## src/rtl/hazard_ctrl_sb_pkg.sv

```systemverilog
// Shared types and limits for the RV32I hazard controller with a long-latency scoreboard.
// Only types, constants and a pure helper live here; there is no state in the package.
package hazard_pkg;

   typedef enum logic [1:0] {
      FWD_RF = 2'b00,
      FWD_W  = 2'b01,
      FWD_M  = 2'b10
   } fwd_sel_t;

   localparam int LOAD_STALL_MAX = 3;
   localparam int LCNT_W         = $clog2(LOAD_STALL_MAX);

   // The memory stage holds the younger result, so it beats writeback.
   function automatic fwd_sel_t fwd_pick(input logic hit_m, input logic hit_w);
      if (hit_m)      return FWD_M;
      else if (hit_w) return FWD_W;
      else            return FWD_RF;
   endfunction

endpackage

```

## src/rtl/hazard_ctrl_sb_scoreboard.sv

```systemverilog
// Pending-register bitmap and in-flight count for mul/div ops; lookups are combinational.
// State updates land on the next edge; effective lookups fold in this cycle's issue and completion.
module hazard_scoreboard
   import hazard_pkg::*;
#(
   parameter int REG_AW  = 5,
   parameter int MAX_OUT = 4,
   parameter int CW      = 3
) (
   input  logic              clk,
   input  logic              reset,
   input  logic              iss_cand_i,
   input  logic              iss_en_i,
   input  logic [REG_AW-1:0] iss_rd_i,
   input  logic              done_i,
   input  logic [REG_AW-1:0] done_rd_i,
   input  logic [REG_AW-1:0] rd1_i,
   input  logic [REG_AW-1:0] rd2_i,
   input  logic [REG_AW-1:0] rd3_i,
   output logic              pend1_o,
   output logic              pend2_o,
   output logic              pend3_o,
   output logic              done_ok_o,
   output logic              err_o,
   output logic              full_o,
   output logic [CW-1:0]     cnt_o
);
   localparam int NR = 2**REG_AW;

   logic [NR-1:0] pend_q, pend_d, eff, clr_m, set_eff_m, set_st_m;
   logic [CW-1:0] cnt_q, cnt_d;

   assign done_ok_o = done_i && pend_q[done_rd_i];
   assign err_o     = done_i && !pend_q[done_rd_i];

   // The hazard view uses the issue candidate even when the E stage is being flushed,
   // which keeps the stall/flush path free of a combinational loop.
   always_comb begin
      clr_m     = '0;
      set_eff_m = '0;
      set_st_m  = '0;
      if (done_ok_o) clr_m[done_rd_i] = 1'b1;
      if (iss_cand_i) set_eff_m[iss_rd_i] = 1'b1;
      if (iss_en_i) set_st_m[iss_rd_i] = 1'b1;
      eff       = (pend_q & ~clr_m) | set_eff_m;
      eff[0]    = 1'b0;
      pend_d    = (pend_q & ~clr_m) | set_st_m;
      pend_d[0] = 1'b0;
   end

   always_comb begin
      cnt_d = cnt_q;
      case ({iss_en_i, done_ok_o})
         2'b10:   cnt_d = cnt_q + CW'(1);
         2'b01:   cnt_d = cnt_q - CW'(1);
         default: cnt_d = cnt_q;
      endcase
   end

   always_ff @(posedge clk) begin
      if (reset) begin
         pend_q <= '0;
         cnt_q  <= '0;
      end else begin
         pend_q <= pend_d;
         cnt_q  <= cnt_d;
      end
   end

   assign pend1_o = eff[rd1_i];
   assign pend2_o = eff[rd2_i];
   assign pend3_o = eff[rd3_i];
   assign full_o  = (cnt_q == CW'(MAX_OUT));
   assign cnt_o   = cnt_q;

endmodule

```

## src/rtl/hazard_ctrl_sb.sv

```systemverilog
// Hazard controller: forwarding, multi-cycle load-use stall and scoreboard stalls, all combinational.
// A taken branch overrides every stall; outputs are forced low while reset is held.
module hazard_ctrl_sb
   import hazard_pkg::*;
#(
   parameter int REG_AW     = 5,
   parameter int LOAD_STALL = 1,
   parameter int MAX_OUT    = 4
) (
   input  logic                           clk,
   input  logic                           reset,
   input  logic [REG_AW-1:0]              Rs1D,
   input  logic [REG_AW-1:0]              Rs2D,
   input  logic [REG_AW-1:0]              RdD,
   input  logic                           RegWriteD,
   input  logic                           MulDivD,
   input  logic [REG_AW-1:0]              Rs1E,
   input  logic [REG_AW-1:0]              Rs2E,
   input  logic [REG_AW-1:0]              RdE,
   input  logic                           RegWriteE,
   input  logic                           MulDivE,
   input  logic                           ResultSrcE_zero,
   input  logic [REG_AW-1:0]              RdM,
   input  logic                           RegWriteM,
   input  logic [REG_AW-1:0]              RdW,
   input  logic                           RegWriteW,
   input  logic                           PCSrcE,
   input  logic                           mc_done,
   input  logic [REG_AW-1:0]              mc_done_rd,
   output logic                           StallF,
   output logic                           StallD,
   output logic                           FlushD,
   output logic                           FlushE,
   output logic [1:0]                     ForwardAE,
   output logic [1:0]                     ForwardBE,
   output logic                           sb_full,
   output logic                           sb_err,
   output logic [$clog2(MAX_OUT+1)-1:0]   outstanding
);
   localparam int CW = $clog2(MAX_OUT+1);

   logic [LCNT_W-1:0] lcnt_q, lcnt_d;
   logic fwd_am, fwd_aw, fwd_bm, fwd_bw;
   fwd_sel_t fwd_a, fwd_b;
   logic ld_det, ld_stall, sb_stall, stall, flush_e;
   logic iss_cand, iss_en;
   logic p1, p2, p3, done_ok, err, full;
   logic [CW-1:0] cnt;

   always_comb begin
      fwd_am = RegWriteM && (RdM != '0) && (RdM == Rs1E);
      fwd_aw = RegWriteW && (RdW != '0) && (RdW == Rs1E);
      fwd_bm = RegWriteM && (RdM != '0) && (RdM == Rs2E);
      fwd_bw = RegWriteW && (RdW != '0) && (RdW == Rs2E);
      fwd_a  = fwd_pick(fwd_am, fwd_aw);
      fwd_b  = fwd_pick(fwd_bm, fwd_bw);
   end

   assign ld_det   = ResultSrcE_zero && (RdE != '0) && ((RdE == Rs1D) || (RdE == Rs2D));
   assign ld_stall = ld_det || (lcnt_q != '0);
   assign iss_cand = MulDivE && RegWriteE && (RdE != '0);
   assign iss_en   = iss_cand && !flush_e;

   hazard_scoreboard #(
      .REG_AW  (REG_AW),
      .MAX_OUT (MAX_OUT),
      .CW      (CW)
   ) u_sb (
      .clk        (clk),
      .reset      (reset),
      .iss_cand_i (iss_cand),
      .iss_en_i   (iss_en),
      .iss_rd_i   (RdE),
      .done_i     (mc_done),
      .done_rd_i  (mc_done_rd),
      .rd1_i      (Rs1D),
      .rd2_i      (Rs2D),
      .rd3_i      (RdD),
      .pend1_o    (p1),
      .pend2_o    (p2),
      .pend3_o    (p3),
      .done_ok_o  (done_ok),
      .err_o      (err),
      .full_o     (full),
      .cnt_o      (cnt)
   );

   assign sb_stall = p1 || p2 || (RegWriteD && p3) || (MulDivD && full && !done_ok);
   assign stall    = ld_stall || sb_stall;
   assign flush_e  = PCSrcE || stall;

   always_comb begin
      lcnt_d = lcnt_q;
      if (PCSrcE)             lcnt_d = '0;
      else if (ld_det)        lcnt_d = LCNT_W'(LOAD_STALL - 1);
      else if (lcnt_q != '0)  lcnt_d = lcnt_q - LCNT_W'(1);
   end

   always_ff @(posedge clk) begin
      if (reset) lcnt_q <= '0;
      else       lcnt_q <= lcnt_d;
   end

   assign StallF      = !reset && stall && !PCSrcE;
   assign StallD      = !reset && stall && !PCSrcE;
   assign FlushD      = !reset && PCSrcE;
   assign FlushE      = !reset && flush_e;
   assign ForwardAE   = reset ? FWD_RF : fwd_a;
   assign ForwardBE   = reset ? FWD_RF : fwd_b;
   assign sb_full     = !reset && full;
   assign sb_err      = !reset && err;
   assign outstanding = reset ? '0 : cnt;

endmodule

```

## config.mk

```make
export PLATFORM = sky130hd
export DESIGN_NAME = hazard_ctrl_sb
export DESIGN_NICKNAME = d
export VERILOG_FILES = /design/src/rtl/hazard_ctrl_sb_pkg.sv /design/src/rtl/hazard_ctrl_sb_scoreboard.sv /design/src/rtl/hazard_ctrl_sb.sv
export SDC_FILE = /design/constraint.sdc
export NUM_CORES = 1
export LEC_CHECK = 0
export BUFFER_PORTS_ARGS = -buffer_cell sky130_fd_sc_hd__buf_2
export CAP_MARGIN = 30
export CORE_MARGIN = 2
export CORE_UTILIZATION = 50
export DETAILED_ROUTE_END_ITERATION = 10
export GPL_ROUTABILITY_DRIVEN = 0
export PLACE_DENSITY = 0.73
export SETUP_SLACK_MARGIN = 0.02
export SLEW_MARGIN = 5
export SYNTH_ARGS = -nofsm -noshare
export SYNTH_HDL_FRONTEND = slang
export SYNTH_SLANG_ARGS = --single-unit
```

## constraint.sdc

```tcl
create_clock -name clk -period 5 [get_ports clk]
set_clock_uncertainty 0.05 [all_clocks]
set_input_delay 0.5 -clock clk [delete_from_list [all_inputs] [get_ports clk]]
set_output_delay 0.5 -clock clk [all_outputs]
set_load 0.1 [all_outputs]
```

==> results by group <==
Finish
  – Post-layout util: between 50% and 60%
  – Multi-input logic area: 3240 um^2
  – Diode count: 0
  – Design area: approximately 4700 um^2
  – Filler instances: about 800
  – Area growth syn-to-layout: 12.3%
  – Layout cells sized above 1: between 10% and 20%
  – FF+latch area: between 700 and 800 um^2
  – Layout Nets: roughly 690
  – Leading cell types in the layout, fill and taps excluded: buf_2, nand2_1, nor2_1
  – Commonest non-fill, non-tap cell in the layout: buf_2

CTS
  – Root buffer cell: clkbuf_8
  – Post-CTS resize count: 0
  – Clock Tree Buf Depth: 2
  – Hold buffers post-CTS: 0
  – CTS tree: yes
  – TritonCTS Sinks: 36
  – Post-CTS setup-driven buffer insertion count: 0
  – Worst-Skew Late Latency: 320 ps
  – H-tree levels: 2
  – CTS Buf Count: 5
  – Clock slew seen by the registers of the worst setup and hold paths: roughly 80 ps

Routing
  – Vias: around 5,300
  – Post-DR vias/cell: ~7.3
  – DRC viols: 0
  – WL/cell: ~23 um
  – Max layer used: met4
  – Met3 wire len: roughly 2300 um
  – 1st-pass router iterations: 6
  – Final ANT Viol Nets: 0
  – Final wirelength: between 15,000 and 20,000 um
  – DR WL met2: 7280 um
  – Initial DRC count: just over 1,000
  – WL met1: 5880 um

Pwr
  – Max VDD drop: about 0.11 mV
  – Leakage power: between 1.5 and 2 nW
  – Power per Cell Area: between 150 and 200 nW/um^2

Worst hold path
  – Hold crit path type: reg2reg

Placement
  – # port buffers: between 60 and 70
  – Post-DP Area: 4650 um^2
  – Post-DP HPWL: ~12,000 um

Worst setup path
  – CP Launch Type: input pin
  – CP max FO: 12
  – Crit path kind: in2reg
  – Arr. time, crit path: about 4800 ps
  – Req. time, crit path: slightly above 5000 ps
  – CP Capture Type: flop
  – R2R setup slack: around 460 ps

Die
  – Die Y: ~96 um
  – Starting Density: 51.4%
  – DIE WIDTH: between 90 and 100 um
  – Die ar.: between 9000 and 10,000 um^2
  – Num ports: 69
  – Core Box Area: just over 8000 um^2
  – Cell Rows: 33

Yosys
  – Mapped Cells: 581
  – Net Count, Synth: 640
  – Syn_area_per_cell: between 7 and 8 um^2
  – Synth unique cells: 77
  – Syn Std Cell Area: around 4200 um^2
  – Number of flops mapped to enable cells by yosys: 0
  – Synth Register Bits: 36
  – Ys async rst share: 0%
  – Yosys warns: 0
  – Main synth FF type: dfxtp_1
  – Register area share after synthesis: 17.1%

STA
  – Max transition margin: between 40% and 50%
  – Slew @ Worst Pin: approximately 770 ps
  – RSZ-0062 raised after global routing: false
  – Fin crit period: approximately 4600 ps
  – Fmax: about 220 MHz
  – Fin Setup TNS: 0 ps
  – Final period util: between 90% and 100%
  – Final hold slack: 449 ps
  – Slew Limit Fails: 0
  – Endpoints failing hold: 0
  – Final setup viols: 0

Global routing
  – Antenna violations before repair: 0
  – Number of global-route vias before repair: about 5,000
  – Largest net degree at the start of global routing: 32
  – Total track usage: between 30% and 40%
  – Overflow after GRT: 0
  – First-pass GRT wire length: between 20,000 and 30,000 um

Job
  – Total of max-cap violations: 0

Status
  – Status: complete, no violations
worst max-delay path, stage by stage:
cell and delay, ps:
buf_2 280, buf_4 240, mux2i_1 200, o22ai_1 180, or4_1 700, nor2_2 290, o22ai_1 190, a211oi_1 260
a22oi_1 90, o2111a_1 310, and2_4 200, nand4_1 90, ha_1 190, inv_1 60, fa_1 380, xor2_1 170
or3_1 310, a21oi_1 170
routing by layer:
layer  GRT usage [%]  up-vias
met1            45.4     2390
met4            19.4        0
met5               0        -
met2            57.3      491
li1                -     2331
met3            10.3      126
flip-flops by register name, summed over array words and instances (netlist names):
| name | count |
|---|---|
| lcnt_q | 2 |
| u_sb.cnt_o | 3 |
| u_sb.pend_q | 31 |
synthesized netlist by cell type, types with 4 or more instances:
master	instances	area, um^2
nand4b_1	5	43.8
o22ai_1	23	144
nand2_1	53	199
or2_2	5	31.3
or4_1	6	45.0
inv_1	17	63.8
or3b_2	4	35.0
a21oi_1	28	140
nand3b_1	8	60.1
xnor2_1	16	140
o221ai_1	5	43.8
nand2b_1	4	25.0
and2_1	9	56.3
nand3_1	34	170
o211ai_1	11	82.6
o31ai_1	17	128
nand4_1	7	43.8
a22oi_1	6	45.0
and3b_1	4	35.0
a31oi_1	9	56.3
nor2_1	47	176
o2111ai_1	4	35.0
buf_2	6	30.0
a221o_1	4	40.0
or3_1	7	43.8
a211oi_1	6	45.0
o21ai_1	7	35.0
nor3_1	11	55.1
nor4_1	8	50.1
and3_1	6	37.5
o21ai_0	24	120
xor2_1	17	149
a221oi_1	4	35.0
clkbuf_1	32	120
o311ai_0	8	70.1
dfxtp_1	36	721
nor2b_1	4	25.0
mux2i_1	10	100
nor3b_1	8	60.1
cell type report:
cell class	count	area share, %
Multi-Input combinational cell	483	68.4
Sequential cell	36	15.2
Timing Repair Buffer	82	10.3
Tap cell	105	2.77
Clock buffer	5	1.45
Inverter	18	1.42
Clock inverter	3	0.396
cell families (layout without fill, tap and decap cells):
logic type / after synthesis / count (layout) / synth area share [%]
buffers and inverters: 62 / 108 / 6.49
flip-flops: 36 / 36 / 17.1
XOR/XNOR: 33 / 33 / 6.84
AND/OR/NAND/NOR: 238 / 238 / 30.3
adder cells (fa/ha/maj): 3 / 3 / 1.07
multiplexers: 16 / 16 / 5.13
AO/OA/AOI/OAI: 193 / 193 / 33.1
power by group:
group          switching, mW  leakage (nW)  total (mW)  internal, mW
Combinational          0.194          1.34       0.289        0.0955
Sequential           0.00177         0.290       0.290         0.288
Clock                  0.125        0.0479       0.223        0.0973
worst paths after layout:
path,cells past startpoint,endpoint,start
max,18,u_sb.cnt_o[2]$_SDFFE_PP0P_,mc_done_rd[1]
min,2,u_sb.pend_q[12]$_SDFF_PP0_,u_sb.pend_q[12]$_SDFF_PP0_
max reg2reg,16,u_sb.cnt_o[2]$_SDFFE_PP0P_,u_sb.pend_q[18]$_SDFF_PP0_
min reg2reg,2,u_sb.pend_q[12]$_SDFF_PP0_,u_sb.pend_q[12]$_SDFF_PP0_
stage by stage:
stage / setup slack [ps] / instances / total power [mW]
2_1_floorplan: 78.8 / 581 / 0.485
3_3_place_gp: 336 / 724 / 0.571
6_report: 377 / 732 / 0.802
4_1_cts: 471 / 732 / 0.795
3_5_place_dp: 178 / 724 / 0.575
5_1_grt: 196 / 732 / 0.826
Note: power is estimated with default switching activity, not from simulation.
